<file path="config.mk">
export PLATFORM = sky130hd
export DESIGN_NAME = mesh_loader
export DESIGN_NICKNAME = d
export VERILOG_FILES = /design/src/rtl/mesh_loader.sv
export SDC_FILE = /design/constraint.sdc
export NUM_CORES = 1
export LEC_CHECK = 0
export CAP_MARGIN = 25
export CORE_MARGIN = 4
export CORE_UTILIZATION = 45
export DETAILED_ROUTE_END_ITERATION = 6
export PLACE_DENSITY = 0.78
export SLEW_MARGIN = 20
export SYNTH_ARGS = -nofsm -noshare
export SYNTH_HDL_FRONTEND = slang
export SYNTH_SLANG_ARGS = --single-unit
</file>
<file path="constraint.sdc">
create_clock -name clk -period 14.9 [get_ports clk]
set_input_delay 2.98 -clock clk [delete_from_list [all_inputs] [get_ports clk]]
set_output_delay 2.98 -clock clk [all_outputs]
set_load 0.05 [all_outputs]
</file>
<file path="src/rtl/mesh_loader.sv">
// mesh_loader
//   Receives a serialized mesh over a valid/ready word stream and writes it
//   into the OBJ RAM. It checks the header against RAM capacity, pulses a
//   multi-cycle start to subsurf, and then waits for subsurf to go idle.
//
//   Stream layout: word0 = vertex_count, word1 = face_count, then 3 words per
//   vertex and 3 words per face. Word n is written to RAM address n.
//
// Ports
//   clk, rst        system clock; synchronous active-high reset
//   load            single-cycle request to start receiving (IDLE/ERROR only)
//   in_data/valid   stream word and its valid flag
//   in_ready        block can accept a word this cycle
//   ram_en/a/we/di  OBJ RAM write port, all zero except on a transfer cycle
//   ss_start        start to subsurf, held START_CYCLES cycles
//   ss_busy         busy from subsurf
//   busy            high from an accepted load until done or err
//   done            one-cycle pulse when subsurf finishes
//   err             header error, held until the next load
//   vertex_count    latched header word 0
//   face_count      latched header word 1
//   dbg_state       current FSM state
//
// Handshake: a word transfers on every cycle where in_valid & in_ready.
// in_ready is a function of state only, never of in_valid, and the RAM write
// for a transfer is issued combinationally in that same cycle.
module mesh_loader #(
  parameter int ADDR_WIDTH   = 11,
  parameter int START_CYCLES = 3
) (
  input  logic                  clk,
  input  logic                  rst,
  input  logic                  load,
  input  logic [31:0]           in_data,
  input  logic                  in_valid,
  output logic                  in_ready,
  output logic                  ram_en,
  output logic [ADDR_WIDTH-1:0] ram_a,
  output logic [3:0]            ram_we,
  output logic [31:0]           ram_di,
  output logic                  ss_start,
  input  logic                  ss_busy,
  output logic                  busy,
  output logic                  done,
  output logic                  err,
  output logic [31:0]           vertex_count,
  output logic [31:0]           face_count,
  output logic [2:0]            dbg_state
);

  localparam logic [2:0] S_IDLE  = 3'd0;
  localparam logic [2:0] S_HDR_V = 3'd1;
  localparam logic [2:0] S_HDR_F = 3'd2;
  localparam logic [2:0] S_BODY  = 3'd3;
  localparam logic [2:0] S_KICK  = 3'd4;
  localparam logic [2:0] S_WAIT  = 3'd5;
  localparam logic [2:0] S_ERROR = 3'd6;

  localparam int KW = (START_CYCLES > 1) ? $clog2(START_CYCLES) : 1;

  logic [2:0]            state;
  logic [ADDR_WIDTH-1:0] addr;
  logic [ADDR_WIDTH:0]   remaining;
  logic [KW-1:0]         kick_cnt;
  logic                  xfer;
  logic [34:0]           total;
  logic                  hdr_bad;

  assign in_ready  = (state == S_HDR_V) || (state == S_HDR_F) || (state == S_BODY);
  assign xfer      = in_valid & in_ready;

  assign ram_en    = xfer;
  assign ram_we    = xfer ? 4'hF : 4'h0;
  assign ram_a     = xfer ? addr : '0;
  assign ram_di    = xfer ? in_data : 32'd0;

  assign busy      = (state != S_IDLE) && (state != S_ERROR);
  assign err       = (state == S_ERROR);
  assign done      = (state == S_WAIT) && !ss_busy;
  assign dbg_state = state;

  // Word count of the whole mesh, evaluated while face_count is on in_data.
  // 35 bits hold (2**33-2)*3+2 without truncation.
  assign total   = ({3'b000, vertex_count} + {3'b000, in_data}) * 35'd3 + 35'd2;
  assign hdr_bad = (vertex_count == 32'd0) || (in_data == 32'd0) ||
                   (total > (35'd1 << ADDR_WIDTH));

  always_ff @(posedge clk) begin
    if (rst) begin
      state        <= S_IDLE;
      addr         <= '0;
      remaining    <= '0;
      kick_cnt     <= '0;
      ss_start     <= 1'b0;
      vertex_count <= 32'd0;
      face_count   <= 32'd0;
    end else begin
      case (state)
        S_IDLE, S_ERROR: begin
          if (load) begin
            state <= S_HDR_V;
            addr  <= '0;
          end
        end
        S_HDR_V: begin
          if (xfer) begin
            vertex_count <= in_data;
            addr         <= ADDR_WIDTH'(1);
            state        <= S_HDR_F;
          end
        end
        S_HDR_F: begin
          if (xfer) begin
            face_count <= in_data;
            if (hdr_bad) begin
              state <= S_ERROR;
            end else begin
              state     <= S_BODY;
              addr      <= ADDR_WIDTH'(2);
              // total is at most 2**ADDR_WIDTH here, so the low bits suffice
              remaining <= total[ADDR_WIDTH:0] - (ADDR_WIDTH+1)'(2);
            end
          end
        end
        S_BODY: begin
          if (xfer) begin
            if (remaining == (ADDR_WIDTH+1)'(1)) begin
              // last word: leave addr alone so it never wraps past the top
              state    <= S_KICK;
              ss_start <= 1'b1;
              kick_cnt <= '0;
            end else begin
              addr      <= addr + ADDR_WIDTH'(1);
              remaining <= remaining - (ADDR_WIDTH+1)'(1);
            end
          end
        end
        S_KICK: begin
          if (kick_cnt == KW'(START_CYCLES - 1)) begin
            ss_start <= 1'b0;
            state    <= S_WAIT;
          end else begin
            kick_cnt <= kick_cnt + KW'(1);
          end
        end
        S_WAIT: begin
          if (!ss_busy) state <= S_IDLE;
        end
        default: state <= S_IDLE;
      endcase
    end
  end

endmodule

</file>
---- After elaboration in Yosys (flattened, before gate mapping) ----
Index checks and enable logic that the tools add are counted.
cells by class
  reductions and logical operators ........ 22
  multiplexer cells ....................... 32
  eq/ne operators ......................... 19
  magnitude comparators ................... 1
  $add $sub $neg .......................... 6
  multiply operators ...................... 1
  bitwise operators ....................... 1
operators with widths
  operator               count
  $mux 11                7
  $logic_not 32->1       2
  $mux 12                4
  $pmux 11 s4            1
  $add 35x2->35 const B  1
  $gt 35x12->1 const B   1
  $mul 33x2->35 const B  1
  $add 32x32->33         1
  $mux 32                1
  $mux 3                 8
  $pmux 12 s2            1
  $ne 2x2->1 const B     9
  $pmux 3 s6             1
  $reduce_and 7->1       2
  $eq 12x1->1 const B    1
  $sub 12x1->12 const B  1
  $sub 12x2->12 const B  1
  $add 11x1->11 const B  1
  $eq 3x3->1 const B     3
  $reduce_and 4->1       2
  $eq 3x2->1 const B     2
  $mux 2                 3
  $reduce_and 5->1       1
  $logic_or 1x1->1       4
  other kinds (18)       23
word-level totals
  output and inout bits ................... 120
  input port bits ......................... 37
  register bits ........................... 93

---- Longest topological paths before layout ----
Gate-level depths: netlist of the first run.
  depth after elaboration ................. 8
  gate-level depth with buffers ........... 30
  depth with buffers taken out ............ 27

---- Least setup slack after synthesis of the first run ----
No wires, ideal clock.
  kind .................................... in2reg
  start point ............................. in in_data[0]
  end point ............................... reg addr[4]
  data required time ...................... 14.784 ns
  data arrival time ....................... 8.598 ns
  library setup time ...................... 0.116 ns
  cell stages on the path ................. 29
  path slack .............................. 6.186 ns
  cells stage by stage .................... ha_1 inv_1 fa_1 nor2b_1 o21a_1 o21ai_0 a211o_1 a211oi_1 o211ai_1 a31oi_1 a2111oi_0 o31ai_1 a21oi_1 xnor2_1 ha_1 ha_1 buf_2 nand2_1 or3b_1 a31oi_1 xor2_1 a2111oi_0 a31oi_1 a31o_1 nor4_1 a21o_1 buf_2 nor2_1 a31o_1
on the way
  cells in the longest elaborated chain, start to end .. 7
ends and longest elaborated chain
  item                                   line  text
  start, declared                        34    input logic [31:0] in_data,
  $add 32x32->33                         84    assign total = ({3'b000, vertex_count} + {3'b000, in_data}) * 35'd3 + 35'd2;
  $mul 33x2->35                          84
  $add 35x2->35                          84
  $gt 35x12->1                           86    (total > (35'd1 << ADDR_WIDTH));
  $logic_or 1x1->1 (*)                   85    assign hdr_bad = (vertex_count == 32'd0) || (in_data == 32'd0) ||
  $ne 2x2->1 (no source line) (*)        n/a
  $reduce_and 7->1 (no source line) (*)  n/a
  end signal, assigned                   133   addr <= addr + ADDR_WIDTH'(1);
  end, declared                          62    logic [ADDR_WIDTH-1:0] addr;
Mark *: on every way between the ends. The rest lies on a longest branch, timed or not.
A chain may end at the register's enable or synchronous reset.

---- Worst setup path in the final report of the first run ----
  start point ............................. in in_data[0]
  end point ............................... reg remaining[0]
on the way
  cells in the longest elaborated chain, start to end .. 7
ends and longest elaborated chain
  item                                                              line     text
  $add 32x32->33                                                    84
  $mul 33x2->35                                                     84
  $add 35x2->35                                                     84
  $gt 35x12->1 or $sub 12x2->12 (tied branches)                     86, 121
  $logic_or 1x1->1 or $mux 12 (tied branches)                       85, 115
  $ne 2x2->1 (no source line) or $mux 12 (tied branches)            n/a
  $reduce_and 5->1 (no source line) or $pmux 12 s2 (tied branches)  n/a
  end signal, assigned                                              121      remaining <= total[ADDR_WIDTH:0] - (ADDR_WIDTH+1)'(2);
  end signal, assigned                                              134      remaining <= remaining - (ADDR_WIDTH+1)'(1);
  end, declared                                                     63       logic [ADDR_WIDTH:0] remaining;
Parallel ways exist; a longest one is shown, timed or not. The select of a mux whose other input is x is not followed.

==> flow_results.xml, run 1 <==
<?xml version="1.0" encoding="UTF-8"?>
<metrics>
  <group name="worst_setup_path">
    <metric name="start_kind" unit="">input port</metric>
    <metric name="critPathSlowestCell" unit="">clkdlybuf4s50_1</metric>
    <metric name="cpPeakStageDelay" unit="ns">0.60</metric>
    <metric name="worst-path-buf-inv" unit="">2</metric>
    <metric name="worst-setup-path-type" unit="">in2reg</metric>
    <metric name="crit_required" unit="ns">15.10</metric>
    <metric name="cp_top_family" unit="">compound AO/OA/AOI/OAI gates</metric>
    <metric name="worst_path_max_fanout" unit="">23</metric>
    <metric name="setup.worst_path.start" unit="">in_data[0]</metric>
    <metric name="setup.worst_path.end_class" unit="">register</metric>
    <metric name="cp_num_cells" unit="">27</metric>
    <metric name="worstRegToRegCells" unit="">26</metric>
    <metric name="arrival_time_of_data_at_the_critical_path_endpoint" unit="ns">10.57</metric>
    <metric name="timing.rr.start" unit="">vertex_count[0]</metric>
  </group>
  <group name="cells_and_area">
    <metric name="drive_gt1_share" unit="%">3.99</metric>
    <metric name="antenna_fix_cells" unit="">0</metric>
    <metric name="final_core_util" unit="%">56.0</metric>
    <metric name="area.growth.synth_to_final" unit="%">21.9</metric>
    <metric name="fillerInstances" unit="">1868</metric>
    <metric name="postLayoutCellArea" unit="um^2">10900</metric>
    <metric name="design.final.nets" unit="">1489</metric>
    <metric name="finalNonFillerCells" unit="">1617</metric>
  </group>
  <group name="floorplan">
    <metric name="die_height" unit="um">149</metric>
    <metric name="boundaryPins" unit="">157</metric>
    <metric name="floorplan_die_area" unit="um^2">22300</metric>
    <metric name="coreArea" unit="um^2">19500</metric>
    <metric name="die_w" unit="um">149</metric>
    <metric name="floorplan.rows" unit="">51</metric>
    <metric name="start_util" unit="%">46.0</metric>
  </group>
  <group name="yosys">
    <metric name="synthDominantAreaCellType" unit="">dfxtp_1</metric>
    <metric name="synth-edff-count" unit="">0</metric>
    <metric name="syn-mean-instance-area" unit="um^2">7.27</metric>
    <metric name="post_synth_instance_area" unit="um^2">8970</metric>
    <metric name="syn_nets" unit="">1376</metric>
    <metric name="synth-seq-cells" unit="">93</metric>
    <metric name="synthesis.instances" unit="">1234</metric>
    <metric name="synth_top_cells_by_area" unit="">dfxtp_1, ha_1, nand2_1</metric>
    <metric name="synth.distinct_cells" unit="">82</metric>
    <metric name="yosys.cell_count.top_type" unit="">nand2_1</metric>
    <metric name="synth_commonest_cells" unit="">nand2_1, a21oi_1, ha_1, dfxtp_1, nor2_1</metric>
    <metric name="synthArstFlopShare" unit="%">0</metric>
    <metric name="synth-seq-area-share" unit="%">20.7</metric>
    <metric name="synth_warnings" unit="">0</metric>
    <metric name="synth-main-ff-cell" unit="">dfxtp_1</metric>
    <metric name="post-synth-top-area-fraction" unit="%">20.7</metric>
  </group>
  <group name="sta">
    <metric name="final-hold-violation-count" unit="">0</metric>
    <metric name="rsz0062_at_grt" unit="">false</metric>
    <metric name="fin_tns_setup" unit="ns">0</metric>
    <metric name="timing_worst_slew_pin_value" unit="ns">0.947</metric>
    <metric name="report.final.setup_viol" unit="">0</metric>
    <metric name="finalCritPeriodShare" unit="%">69.6</metric>
    <metric name="achievable-frequency" unit="MHz">96.4</metric>
    <metric name="finalMaxSlewViolations" unit="">0</metric>
    <metric name="final_period_minus_worst_setup_slack" unit="ns">10.37</metric>
    <metric name="relSlewSlack" unit="%">36.9</metric>
    <metric name="timing.clock.skew" unit="ns">0.00802</metric>
  </group>
  <group name="drt">
    <metric name="dr_total_vias" unit="">9742</metric>
    <metric name="post_route_ant_nets" unit="">0</metric>
    <metric name="drt-pass1-iter-count" unit="">7</metric>
    <metric name="drt_drc" unit="">0</metric>
    <metric name="drt_first_iter_violations" unit="">781</metric>
    <metric name="drt-vias-per-instance" unit="">6.02</metric>
    <metric name="routed_wirelength" unit="um">30100</metric>
    <metric name="avgRoutedWirePerCell" unit="um">18.6</metric>
  </group>
  <group name="outcome">
    <metric name="status" unit="">finished, final reports clean</metric>
  </group>
  <group name="clocking">
    <metric name="root_buffer_cell" unit="">clkbuf_16</metric>
    <metric name="cts_inserted_buffers" unit="">9</metric>
    <metric name="post_cts.resized_instances" unit="">0</metric>
    <metric name="hold_buffers" unit="">0</metric>
    <metric name="cts_max_path_buffers" unit="">2</metric>
    <metric name="post_cts_setup_inserts" unit="">0</metric>
    <metric name="htree_levels" unit="">3</metric>
    <metric name="tritoncts" unit="">built</metric>
    <metric name="worst_skew_pair.late_latency" unit="ns">0.36</metric>
    <metric name="cts.sink_count" unit="">93</metric>
    <metric name="worst_setup_hold_path_clk_slew" unit="ns">0.07</metric>
  </group>
  <group name="power_and_ir_drop">
    <metric name="pwr_density_cell" unit="nW/um^2">135</metric>
    <metric name="total_power" unit="mW">1.48</metric>
    <metric name="cellLeakagePower" unit="nW">4.46</metric>
    <metric name="vdd_drop_max" unit="mV">0.0696</metric>
  </group>
  <group name="placed_design">
    <metric name="hpwlAfterDp" unit="um">22600</metric>
    <metric name="dpl-instance-area" unit="um^2">10600</metric>
    <metric name="gp_congestion" unit="">1.00</metric>
    <metric name="place.port_buffers" unit="">156</metric>
    <metric name="place_inst" unit="">1601</metric>
  </group>
  <group name="run">
    <metric name="max-cap-violations" unit="">0</metric>
  </group>
  <group name="global_route">
    <metric name="grt_pass1_vias" unit="">9008</metric>
    <metric name="overflow" unit="">0</metric>
    <metric name="gr_util_all_layers" unit="%">26.1</metric>
    <metric name="initial_antenna_violation_count" unit="">0</metric>
    <metric name="wire_length_of_the_first_global_routing_pass" unit="um">47200</metric>
    <metric name="grt_max_degree" unit="">87</metric>
  </group>
  <group name="worst_hold_path">
    <metric name="whs_path_depth" unit="">2</metric>
    <metric name="worst_hold_path_type" unit="">reg2reg</metric>
    <metric name="min-delay-start" unit="">face_count[23]</metric>
  </group>
</metrics>
[cell families (layout without fill, tap and decap cells)]
| family | count (synthesis) | count (layout) | share of synthesized area [%] |
|---|---|---|---|
| compound gates | 365 | 365 | 26.0 |
| buf+inv | 102 | 220 | 4.92 |
| mux | 6 | 6 | 0.683 |
| fa+ha+maj | 105 | 105 | 14.8 |
| xor+xnor | 54 | 54 | 5.27 |
| flops | 93 | 93 | 20.7 |
| simple gates | 509 | 509 | 27.6 |
[area by class of cell]
type / instances / area, um^2 / area share (%)
multi-input combinational: 1039 / 6680 / 61.1
sequential: 93 / 1860 / 17.0
timing repair buffer: 165 / 1620 / 14.8
tap: 265 / 332 / 3.03
clock buffer: 10 / 239 / 2.19
inverter: 39 / 146 / 1.34
clock inverter: 6 / 52.6 / 0.480
[worst min-delay path, cell delays in order (launching register included)]
cell	delay [ns]
dfxtp_1	0.31
nand2_1	0.05
a21oi_1	0.05
[cells in the final DEF, fill, tap and decap left out, types with 14 or more instances in the layout]
cell type        synthesis  final
nor4_1                  29     29
nand2_1                197    197
nor3_1                  19     19
dfxtp_1                 93     93
o21ai_1                 21     21
clkdlybuf4s50_1          0    155
o21a_1                  14     14
a21oi_1                144    144
o21ai_0                 37     37
a31oi_1                 19     19
nand2b_1                19     19
xnor2_1                 34     34
nand4_1                 17     17
xor2_1                  20     20
inv_1                   38     38
a211oi_1                16     16
and3_1                  56     56
ha_1                   103    103
nor2_1                  90     88
a21o_1                  36     36
nand3_1                 24     24
[registers in the layout (all words and copies together), names as in the netlist]
| signal | flops |
|---|---|
| face_count | 32 |
| dbg_state | 3 |
| kick_cnt | 2 |
| remaining | 12 |
| addr | 11 |
| vertex_count | 32 |
| ss_start | 1 |
[routing by layer]
| layer | vias up | global-route usage (%) | part of all wire (%) |
|---|---|---|---|
| met4 | 0 | 10.3 | 3.7 |
| met2 | 411 | 41.3 | 44 |
| met1 | 4519 | 35.2 | 44 |
| li1 | 4734 | - | - |
| met3 | 78 | 5.20 | 8.0 |
| met5 | - | 0 | 0 |
[where the power goes]
group	internal, mW	leakage (nW)	switching [mW]
combinational	0.348	3.57	0.619
sequential	0.261	0.752	0.0181
clock	0.121	0.138	0.114
[worst paths after layout]
kind | endpoint | slack (ns)
worst max-delay path | remaining[0] | 4.53
worst min-delay path | face_count[23] | 0.46
worst max register to register | remaining[0] | 7.29
worst min register to register | face_count[23] | 0.46
[per-stage QoR]
step	setup WS, ns	hold WS [ns]
floorplan	6.19	0.444
global route	3.85	0.480
CTS	4.69	0.462
global placement	4.59	0.441
finish	4.53	0.459
detailed placement	4.37	0.450
No activity file was read; power rests on OpenSTA's default activity.
==> run 2: changes to the inputs <==
--- a/config.mk
+++ b/config.mk
@@ -9,7 +9,7 @@
 export CORE_MARGIN = 4
 export CORE_UTILIZATION = 45
 export DETAILED_ROUTE_END_ITERATION = 6
-export PLACE_DENSITY = 0.78
+export PLACE_DENSITY = 0.8
 export SLEW_MARGIN = 20
 export SYNTH_ARGS = -nofsm -noshare
 export SYNTH_HDL_FRONTEND = slang
==> constraint.sdc (replaced) <==
create_clock -name clk -period 8.95 [get_ports clk]
set_input_delay 1.79 -clock clk [delete_from_list [all_inputs] [get_ports clk]]
set_output_delay 1.79 -clock clk [all_outputs]
set_load 0.05 [all_outputs]
==> run 2 against run 1 <==
- clock power is 81% higher
- die area unchanged
- sequential share of layout area is 0.39 points lower
- critical path depth up 1
- utilization is 1.3 points higher
- clock skew increased by 0.0079 ns
- global-route usage increased by 1.4 points
- sequential cell count stayed put
- critical path type unchanged
- wire length is 3.9% higher
==> flow_results.xml, run 2 (synthesis results as in run 1) <==
<?xml version="1.0" encoding="UTF-8"?>
<metrics>
  <group name="outcome">
    <metric name="status" unit="">finished, final reports clean</metric>
  </group>
  <group name="sta">
    <metric name="fin_tns_setup" unit="ns">0</metric>
    <metric name="final-hold-violation-count" unit="">0</metric>
    <metric name="setup_ws" unit="ns">0.403</metric>
    <metric name="finalCritPeriodShare" unit="%">95.5</metric>
    <metric name="rsz0062_at_grt" unit="">false</metric>
    <metric name="final_period_minus_worst_setup_slack" unit="ns">8.55</metric>
    <metric name="finalMaxSlewViolations" unit="">0</metric>
    <metric name="achievable-frequency" unit="MHz">117</metric>
    <metric name="timing_worst_slew_pin_value" unit="ns">0.933</metric>
    <metric name="report.final.setup_viol" unit="">0</metric>
    <metric name="timing.clock.skew" unit="ns">0.0159</metric>
    <metric name="relSlewSlack" unit="%">37.8</metric>
  </group>
  <group name="worst_hold_path">
    <metric name="min-delay-start" unit="">face_count[16]</metric>
    <metric name="worst_hold_endpoint" unit="">face_count[16]</metric>
    <metric name="whs_path_depth" unit="">2</metric>
    <metric name="worst_hold_path_type" unit="">reg2reg</metric>
  </group>
  <group name="clocking">
    <metric name="worst_setup_hold_path_clk_slew" unit="ns">0.07</metric>
    <metric name="root_buffer_cell" unit="">clkbuf_16</metric>
    <metric name="tritoncts" unit="">built</metric>
    <metric name="cts_max_path_buffers" unit="">2</metric>
    <metric name="worst_skew_pair.late_latency" unit="ns">0.37</metric>
    <metric name="post_cts.resized_instances" unit="">0</metric>
    <metric name="cts_inserted_buffers" unit="">9</metric>
    <metric name="hold_buffers" unit="">0</metric>
    <metric name="post_cts_setup_inserts" unit="">0</metric>
    <metric name="cts.sink_count" unit="">93</metric>
    <metric name="htree_levels" unit="">3</metric>
  </group>
  <group name="worst_setup_path">
    <metric name="critPathSlowestCell" unit="">a2111oi_0</metric>
    <metric name="critical-path-top-cell-by-count" unit="">ha_1</metric>
    <metric name="worst_path_max_fanout" unit="">11</metric>
    <metric name="timing.reg2reg.setup_slack" unit="ns">1.91</metric>
    <metric name="worst-path-buf-inv" unit="">3</metric>
    <metric name="worstRegToRegCells" unit="">28</metric>
    <metric name="setup.worst_path.end_class" unit="">register</metric>
    <metric name="timing.rr.start" unit="">vertex_count[0]</metric>
    <metric name="crit_required" unit="ns">9.25</metric>
    <metric name="cpPeakStageDelay" unit="ns">0.60</metric>
    <metric name="arrival_time_of_data_at_the_critical_path_endpoint" unit="ns">8.85</metric>
    <metric name="crit-reg2reg-capture" unit="">addr[10]</metric>
    <metric name="cp_top_family" unit="">compound AO/OA/AOI/OAI gates</metric>
    <metric name="start_kind" unit="">input port</metric>
    <metric name="worst-setup-path-type" unit="">in2reg</metric>
  </group>
  <group name="cells_and_area">
    <metric name="antenna_fix_cells" unit="">0</metric>
    <metric name="design.final.nets" unit="">1518</metric>
    <metric name="finalNonFillerCells" unit="">1646</metric>
    <metric name="layout.cells.most_common" unit="">nand2_1</metric>
    <metric name="largest_registers" unit="">face_count x32, vertex_count x32, remaining x12</metric>
    <metric name="area.growth.synth_to_final" unit="%">24.7</metric>
    <metric name="highest_count_cells_in_the_layout_ignoring_fill_and_taps" unit="">nand2_1, clkdlybuf4s50_1, a21oi_1</metric>
    <metric name="final_core_util" unit="%">57.3</metric>
    <metric name="drive_gt1_share" unit="%">6.37</metric>
  </group>
  <group name="placed_design">
    <metric name="place_inst" unit="">1630</metric>
    <metric name="gp_congestion" unit="">0.998</metric>
    <metric name="placement_setup_slack" unit="ns">0.0506</metric>
    <metric name="place.port_buffers" unit="">156</metric>
    <metric name="hpwlAfterDp" unit="um">23500</metric>
  </group>
  <group name="drt">
    <metric name="met3_length" unit="um">2360</metric>
    <metric name="drt_first_iter_violations" unit="">737</metric>
    <metric name="avgRoutedWirePerCell" unit="um">19.0</metric>
    <metric name="drt_drc" unit="">0</metric>
    <metric name="routed.top_layer" unit="">met4</metric>
    <metric name="wirelength_met1" unit="um">13600</metric>
    <metric name="routed_wirelength" unit="um">31300</metric>
    <metric name="drt-vias-per-instance" unit="">6.03</metric>
    <metric name="dr_total_vias" unit="">9929</metric>
    <metric name="drt-pass1-iter-count" unit="">5</metric>
    <metric name="wl_met2" unit="um">14000</metric>
    <metric name="post_route_ant_nets" unit="">0</metric>
  </group>
  <group name="power_and_ir_drop">
    <metric name="swShare" unit="%">49.8</metric>
    <metric name="cellLeakagePower" unit="nW">4.61</metric>
    <metric name="switching_power" unit="mW">1.27</metric>
    <metric name="p_int" unit="mW">1.28</metric>
    <metric name="pwr_density_cell" unit="nW/um^2">227</metric>
    <metric name="clock_power_share" unit="%">16.8</metric>
    <metric name="vdd_drop_max" unit="mV">0.108</metric>
    <metric name="seq_power_share" unit="%">18.3</metric>
    <metric name="comb_power_share" unit="%">65.0</metric>
    <metric name="total_power" unit="mW">2.54</metric>
  </group>
  <group name="floorplan">
    <metric name="die_height" unit="um">149</metric>
    <metric name="die_w" unit="um">149</metric>
    <metric name="start_util" unit="%">46.0</metric>
    <metric name="boundaryPins" unit="">157</metric>
    <metric name="floorplan_die_area" unit="um^2">22300</metric>
    <metric name="coreArea" unit="um^2">19500</metric>
    <metric name="floorplan.rows" unit="">51</metric>
  </group>
  <group name="global_route">
    <metric name="wire_length_of_the_first_global_routing_pass" unit="um">49700</metric>
    <metric name="initial_antenna_violation_count" unit="">1</metric>
    <metric name="grt_pass1_vias" unit="">9458</metric>
    <metric name="grt_max_degree" unit="">87</metric>
    <metric name="overflow" unit="">0</metric>
    <metric name="gr_util_all_layers" unit="%">27.6</metric>
  </group>
  <group name="run">
    <metric name="max-cap-violations" unit="">0</metric>
  </group>
</metrics>
==> run 2: cell types whose count changed in the layout (fill, tap and decap cells not counted) <==
cell | before | now
a21o_2 | 1 | 2
a21o_1 | 36 | 35
a2111oi_0 | 6 | 5
ha_2 | 0 | 2
buf_4 | 9 | 38
ha_1 | 103 | 101
bufinv_16 | 0 | 1
a211oi_2 | 2 | 3
clkinvlp_4 | 2 | 1
a2111oi_2 | 1 | 2
a211oi_1 | 16 | 15
==> run 2: worst max path at each step <==
| stage | startpoint | end | slack, ns | cells after the start |
|---|---|---|---|---|
| finish | in_data[1] | addr[10] | 0.40 | 28 |
| global route | in_data[1] | remaining[0] | 0.04 | 27 |
| CTS | in_data[0] | remaining[0] | 0.36 | 28 |
| detailed placement | in_data[0] | remaining[0] | 0.05 | 28 |
| global placement | in_data[0] | remaining[0] | 0.18 | 28 |
| floorplan | in_data[0] | addr[4] | 1.43 | 29 |
==> run 2: per-layer routing <==
metal	global-route usage, %	vias up
met5	0	-
met1	36.4	4634
li1	-	4778
met2	44.2	429
met4	12.0	0
met3	4.95	88
==> run 2: area by class of cell <==
cell class	instances	area, um^2
fillers	1876	8330
multi-input cells	1039	6700
flip-flops and latches	93	1860
repair buffers	194	1840
well taps	265	332
clock buffers	10	239
inverters	39	146
clock inverters	6	75.1
==> run 2: power groups by stage <==
stage / Clock (mW) / Sequential [mW] / Combinational, mW
after CTS: 0.428 / 0.464 / 1.62
final: 0.426 / 0.464 / 1.65
after global placement: 0 / 0.473 / 1.59
after detailed placement: 0 / 0.473 / 1.60
after floorplan: 0 / 0.523 / 1.14
after global routing: 0.443 / 0.468 / 1.80
==> run 2: worst min-delay path, stage by stage, from the launching register on <==
cell and delay (ns):
dfxtp_1 0.31, nand2_1 0.05, a21oi_1 0.05
==> run 2: per-stage QoR <==
step / cell area [um^2] / hold WS (ns)
2_1_floorplan: 8970 / 0.444
3_3_place_gp: 10900 / 0.440
3_5_place_dp: 10900 / 0.448
4_1_cts: 11200 / 0.456
5_1_grt: 11200 / 0.475
6_report: 11200 / 0.458
==> run 3: changes to the inputs <==
--- a/config.mk
+++ b/config.mk
@@ -6,10 +6,12 @@
 export NUM_CORES = 1
 export LEC_CHECK = 0
 export CAP_MARGIN = 25
+export CELL_PAD_IN_SITES_DETAIL_PLACEMENT = 1
+export CELL_PAD_IN_SITES_GLOBAL_PLACEMENT = 2
 export CORE_MARGIN = 4
-export CORE_UTILIZATION = 45
+export CORE_UTILIZATION = 28
 export DETAILED_ROUTE_END_ITERATION = 6
-export PLACE_DENSITY = 0.8
+export PLACE_DENSITY = 0.87
 export SLEW_MARGIN = 20
 export SYNTH_ARGS = -nofsm -noshare
 export SYNTH_HDL_FRONTEND = slang
==> run 3 against run 2 <==
- first-iteration DRC count decreased by 30%
- final cell count increased by 9.1%
- highest routed layer unchanged
- setup slack improved by 0.088 ns
- via count decreased by 1.4%
- sequential power about the same
- sequential share of layout area decreased by 0.38 points
- critical path type unchanged
- die area increased by 57%
==> flow_results.xml, run 3 (synthesis results as in run 1) <==
<?xml version="1.0" encoding="UTF-8"?>
<metrics>
  <group name="cells_and_area">
    <metric name="postLayoutCellArea" unit="um^2">11500</metric>
    <metric name="layout.cells.most_common" unit="">nand2_1</metric>
    <metric name="antenna_fix_cells" unit="">0</metric>
    <metric name="highest_count_cells_in_the_layout_ignoring_fill_and_taps" unit="">nand2_1, clkdlybuf4s50_1, a21oi_1</metric>
    <metric name="finalNonFillerCells" unit="">1795</metric>
    <metric name="largest_registers" unit="">face_count x32, vertex_count x32, remaining x12</metric>
    <metric name="fillerInstances" unit="">3911</metric>
    <metric name="area.growth.synth_to_final" unit="%">27.7</metric>
    <metric name="drive_gt1_share" unit="%">7.04</metric>
    <metric name="design.final.nets" unit="">1530</metric>
    <metric name="final_core_util" unit="%">36.3</metric>
  </group>
  <group name="sta">
    <metric name="final-hold-violation-count" unit="">0</metric>
    <metric name="fin_tns_setup" unit="ns">0</metric>
    <metric name="finalCritPeriodShare" unit="%">94.5</metric>
    <metric name="relSlewSlack" unit="%">34.5</metric>
    <metric name="timing_worst_slew_pin_value" unit="ns">0.982</metric>
    <metric name="timing.clock.skew" unit="ns">0.0161</metric>
    <metric name="report.final.setup_viol" unit="">0</metric>
    <metric name="final_period_minus_worst_setup_slack" unit="ns">8.46</metric>
    <metric name="achievable-frequency" unit="MHz">118</metric>
    <metric name="finalMaxSlewViolations" unit="">0</metric>
  </group>
  <group name="power_and_ir_drop">
    <metric name="comb_power_share" unit="%">65.9</metric>
    <metric name="cellLeakagePower" unit="nW">4.67</metric>
    <metric name="switching_power" unit="mW">1.34</metric>
    <metric name="p_int" unit="mW">1.27</metric>
    <metric name="swShare" unit="%">51.3</metric>
    <metric name="clock_power_share" unit="%">16.2</metric>
    <metric name="vdd_drop_max" unit="mV">0.113</metric>
    <metric name="pwr_density_cell" unit="nW/um^2">227</metric>
    <metric name="seq_power_share" unit="%">17.9</metric>
    <metric name="total_power" unit="mW">2.60</metric>
  </group>
  <group name="clocking">
    <metric name="worst_skew_pair.late_latency" unit="ns">0.37</metric>
    <metric name="cts_inserted_buffers" unit="">9</metric>
    <metric name="htree_levels" unit="">3</metric>
    <metric name="hold_buffers" unit="">0</metric>
    <metric name="cts_max_path_buffers" unit="">2</metric>
    <metric name="worst_setup_hold_path_clk_slew" unit="ns">0.08</metric>
    <metric name="tritoncts" unit="">built</metric>
    <metric name="root_buffer_cell" unit="">clkbuf_16</metric>
    <metric name="cts.sink_count" unit="">93</metric>
  </group>
  <group name="worst_setup_path">
    <metric name="crit-reg2reg-capture" unit="">addr[2]</metric>
    <metric name="worstRegToRegCells" unit="">30</metric>
    <metric name="worst_path_max_fanout" unit="">7</metric>
    <metric name="arrival_time_of_data_at_the_critical_path_endpoint" unit="ns">8.72</metric>
    <metric name="critPathSlowestCell" unit="">clkdlybuf4s50_1</metric>
    <metric name="worst-setup-path-type" unit="">in2reg</metric>
    <metric name="critical-path-top-cell-by-count" unit="">buf_4</metric>
    <metric name="timing.reg2reg.setup_slack" unit="ns">1.99</metric>
    <metric name="setup.worst_path.end_class" unit="">register</metric>
    <metric name="timing.rr.start" unit="">vertex_count[0]</metric>
    <metric name="cpPeakStageDelay" unit="ns">0.59</metric>
    <metric name="crit_required" unit="ns">9.21</metric>
    <metric name="start_kind" unit="">input port</metric>
  </group>
  <group name="floorplan">
    <metric name="die_height" unit="um">187</metric>
    <metric name="floorplan.rows" unit="">65</metric>
    <metric name="floorplan_die_area" unit="um^2">35000</metric>
    <metric name="die_w" unit="um">187</metric>
    <metric name="coreArea" unit="um^2">31600</metric>
    <metric name="start_util" unit="%">28.4</metric>
    <metric name="boundaryPins" unit="">157</metric>
  </group>
  <group name="run">
    <metric name="max-cap-violations" unit="">0</metric>
  </group>
  <group name="global_route">
    <metric name="grt_max_degree" unit="">83</metric>
    <metric name="initial_antenna_violation_count" unit="">1</metric>
    <metric name="gr_util_all_layers" unit="%">20.4</metric>
    <metric name="grt_pass1_vias" unit="">10200</metric>
    <metric name="overflow" unit="">0</metric>
    <metric name="wire_length_of_the_first_global_routing_pass" unit="um">58100</metric>
  </group>
  <group name="drt">
    <metric name="drt-vias-per-instance" unit="">5.45</metric>
    <metric name="routed_wirelength" unit="um">36300</metric>
    <metric name="drt_drc" unit="">0</metric>
    <metric name="avgRoutedWirePerCell" unit="um">20.2</metric>
    <metric name="post_route_ant_nets" unit="">0</metric>
    <metric name="drt-pass1-iter-count" unit="">5</metric>
    <metric name="drt_first_iter_violations" unit="">515</metric>
    <metric name="dr_total_vias" unit="">9789</metric>
  </group>
  <group name="placed_design">
    <metric name="gp_congestion" unit="">0.917</metric>
    <metric name="place_inst" unit="">1777</metric>
    <metric name="place.port_buffers" unit="">156</metric>
    <metric name="hpwlAfterDp" unit="um">28300</metric>
    <metric name="dpl-instance-area" unit="um^2">11100</metric>
  </group>
  <group name="worst_hold_path">
    <metric name="worst_hold_path_type" unit="">reg2reg</metric>
    <metric name="min-delay-start" unit="">face_count[25]</metric>
    <metric name="worst_hold_endpoint" unit="">face_count[25]</metric>
    <metric name="whs_path_depth" unit="">2</metric>
  </group>
  <group name="outcome">
    <metric name="status" unit="">finished, final reports clean</metric>
  </group>
</metrics>
==> run 3: power by group through the flow <==
| stage | Sequential [mW] | Combinational [mW] | Clock (mW) |
|---|---|---|---|
| 2_1_floorplan | 0.523 | 1.14 | 0 |
| 3_3_place_gp | 0.475 | 1.67 | 0 |
| 3_5_place_dp | 0.476 | 1.69 | 0 |
| 4_1_cts | 0.467 | 1.71 | 0.433 |
| 5_1_grt | 0.471 | 1.88 | 0.451 |
| 6_report | 0.466 | 1.72 | 0.423 |
==> run 3: repair_timing <==
item                                   in CTS  in global routing
setup endpoints to repair                   0                 23
buffers inserted                            0                  2
gates resized for setup                     0                  5
endpoints found under the hold margin       0                  0
==> run 3: worst max-delay path, delay by kind of cell <==
family | cells | cell delay, ns
buffers and inverters | 8 | 1.72
XOR/XNOR | 1 | 0.25
AND/OR/NAND/NOR | 4 | 0.95
AO/OA/AOI/OAI | 14 | 2.74
adder cells (fa/ha/maj) | 4 | 1.26
==> run 3: through the flow <==
| step | hold slack, ns | setup WS [ns] |
|---|---|---|
| floorplan | 0.444 | 1.43 |
| global placement | 0.442 | 0.205 |
| detailed placement | 0.448 | 0.103 |
| CTS | 0.459 | 0.404 |
| global route | 0.481 | -0.0000888 |
| finish | 0.457 | 0.491 |
==> run 3: worst max-delay path by stage <==
stage               slack (ns)       start       to
floorplan                 1.43  in_data[0]  addr[4]
global placement          0.21  in_data[0]  addr[0]
detailed placement        0.10  in_data[0]  addr[1]
CTS                       0.40  in_data[0]  addr[1]
global route          -0.00009  in_data[0]  addr[0]
finish                    0.49  in_data[0]  addr[2]
==> run 3: cell type report <==
cell class | instances | area [um^2] | share of cell area (%)
timing repair buffer | 206 | 1940 | 17.0
clock inverter | 7 | 73.8 | 0.644
inverter | 39 | 146 | 1.28
sequential | 93 | 1860 | 16.2
clock buffer | 9 | 225 | 1.97
tap | 402 | 503 | 4.39
multi-input combinational | 1039 | 6710 | 58.5
==> run 3: per-layer routing <==
metal  up-vias  part of all wire [%]  GRT usage (%)
li1       4787                     -              -
met1      4731                    47           27.1
met2       215                    45           33.7
met3        56                   4.1           3.47
met4         0                   3.0           6.37
met5         -                     0              0
==> variant, RTL diff (flow settings as in run 2) <==
Register the output `face_count` once more, cleared by the reset; this adds one clock of latency there. The other outputs are not delayed to match.
--- a/src/rtl/mesh_loader.sv
+++ b/src/rtl/mesh_loader.sv
@@ -59,4 +59,6 @@
   localparam int KW = (START_CYCLES > 1) ? $clog2(START_CYCLES) : 1;
 
+  logic [31:0] face_count_s0;
+
   logic [2:0]            state;
   logic [ADDR_WIDTH-1:0] addr;
@@ -94,5 +96,5 @@
       ss_start     <= 1'b0;
       vertex_count <= 32'd0;
-      face_count   <= 32'd0;
+      face_count_s0 <= 32'd0;
     end else begin
       case (state)
@@ -112,5 +114,5 @@
         S_HDR_F: begin
           if (xfer) begin
-            face_count <= in_data;
+            face_count_s0 <= in_data;
             if (hdr_bad) begin
               state <= S_ERROR;
@@ -152,4 +154,12 @@
   end
 
+  always_ff @(posedge clk) begin
+    if (rst) begin
+      face_count <= '0;
+    end else begin
+      face_count <= face_count_s0;
+    end
+  end
+
 endmodule
 
Check against the original RTL: not equivalent (Yosys sat finds a counterexample within 4 cycles, from zero or initial values and one cycle with rst high).
==> variant against run 2 <==
  * Fmax is 4.9% higher
  * Non-clock buffer count down 31
  * Sequential cell count increased by 32
  * Largest cell class unchanged
  * Cell count is 2.1% higher
  * Utilization is 0.51 points lower
  * First-iteration DRC count up 21%
  * Worst setup slack improved by 400 ps
  * Area after synthesis rose by 9.1%
  * Cell area increased by 7.7%
  * Total power up 53%
  * Clock skew fell by 3.8 ps
  * Wire length decreased by 5.2%
==> variant: results (changes against run 2) <==
| Metric | Value |
|---|---|
| Arr. time, crit path | `8430 ps (-420 ps)` |
| Placement Cell Area | `11,470 um^2 (+5.6%)` |
| GPL Wtd Cong | `0.9327 (-6.5%)` |
| Pre-antenna DRT Iters | `6 (+1)` |
| Reg2reg setup slack | `2330 ps (+420 ps)` |
| Initial DRC Count | `892 (+21%)` |
| First-pass GRT wire length | `47,140 um (-5.2%)` |
| Worst reg2reg endpoint | `remaining[3]` |
| CTS Buffer Depth | `2 (unchanged)` |
| Commonest cells in the netlist | `nand2_1, a21oi_1, dfxtp_1` |
| Final nets | `1,535 (+1.1%)` |
| Final HPWL DP | `22,230 um (-5.6%)` |
| Vias | `9,969 (+0.40%)` |
| Fill cell count | `1,899 (+1.2%)` |
| CP peak stage delay | `690 ps (+90 ps)` |
| Largest net degree at the start of global routing | `99 (+14%)` |
| Main flop type after synthesis | `dfxtp_1` |
| Outcome | `complete, no violations` |
| Synth area leaders | `dfxtp_1, ha_1, nand2_1, a21oi_1, and2_1` |
| Slew @ Worst Pin | `999.1 ps (+66.55 ps)` |
| CTS Buf Count | `17 (+8)` |
| Fin. Hold Viols | `0 (unchanged)` |
| Syn Nets | `1,420 (+3.2%)` |
| Biggest regs | `face_count: 32 flops, face_count_s0: 32 flops, vertex_count: 32 flops` |
| Max VDD drop | `136.1 uV (+26%)` |
| Worst hold start | `face_count_s0[21]` |
| Max H-tree Level | `4 (+1)` |
| Antenna violations before repair | `0 (-1)` |
| Worst Skew | `12.07 ps (-3.831 ps)` |
| Post-synthesis sequential area ratio | `0.2555 (+0.04808)` |
| Share of cells above drive strength 1 | `0.05405 (-0.009668)` |
| Static Leakage | `4.755 nW (+3.2%)` |
| Crit Path Max Fanout | `9 (-2)` |
| WL final | `29,670 um (-5.2%)` |
| FFs w/ async S/R, synth | `0 (unchanged)` |
| Hold Path Stages | `2 (unchanged)` |
| Setup slack after layout | `801.6 ps (+398.6 ps)` |
| Worst-skew pair later-pin latency | `420 ps (+50 ps)` |
| Setup WS pre-CTS | `552.8 ps (+502.2 ps)` |
| CP bufs+invs | `3 (unchanged)` |
| Worst Hold End | `face_count_s0[21]` |
| Total Routing Usage GR | `0.2335 (-0.04223)` |
| Root Driver | `clkbuf_16` |
| Vias in the first global route | `9,176 (-3.0%)` |
| FF-to-FF path depth | `26 (-7.1%)` |
| Synth unique cells | `85 (+3.7%)` |
variant: cell families (layout without fill, tap and decap cells):
group / count (synthesis) / in the layout / synth area share
xor+xnor: 49 / 49 / 0.04459
flops: 125 / 125 / 0.2555
buf+inv: 104 / 232 / 0.04484
simple gates: 521 / 521 / 0.2691
compound gates: 368 / 368 / 0.2440
mux: 6 / 6 / 0.006261
fa+ha+maj: 105 / 105 / 0.1357
variant: metal layers:
metal	share of wire	track usage
met4	0.026	0.07628
met1	0.45	0.3175
met3	0.060	0.03839
met5	0	0
met2	0.47	0.3790
variant: how the worst max path moves through the flow:
stage	end	slack, ps	from	cells after the start
2_1_floorplan	remaining[2]	1850	in_data[0]	26
3_3_place_gp	remaining[3]	620	in_data[0]	27
3_5_place_dp	remaining[3]	550	in_data[0]	28
4_1_cts	remaining[3]	940	in_data[0]	28
5_1_grt	remaining[10]	320	in_data[0]	27
6_report	remaining[3]	800	in_data[0]	27
variant: cell type report:
cell class	instances	area, um^2	share of cell area
repair buffers	163	1619	0.1343
inverters	37	138.9	0.01152
well taps	275	344.1	0.02854
clock inverters	15	165.2	0.01370
multi-input cells	1049	6862	0.5691
clock buffers	17	425.4	0.03528
flip-flops and latches	125	2502	0.2076
variant: power breakdown:
| group | internal (mW) | switching [mW] | leakage [nW] |
|---|---|---|---|
| Combinational | 0.955 | 1.60 | 3.46 |
| Clock | 0.374 | 0.320 | 0.287 |
| Sequential | 0.597 | 0.0502 | 1.01 |
variant: stage by stage:
stage               hold slack (ps)  std cells
floorplan                     431.8       1278
global placement              436.9       1648
detailed placement            442.0       1649
CTS                           450.0       1681
global route                  457.4       1681
finish                        449.9       1681
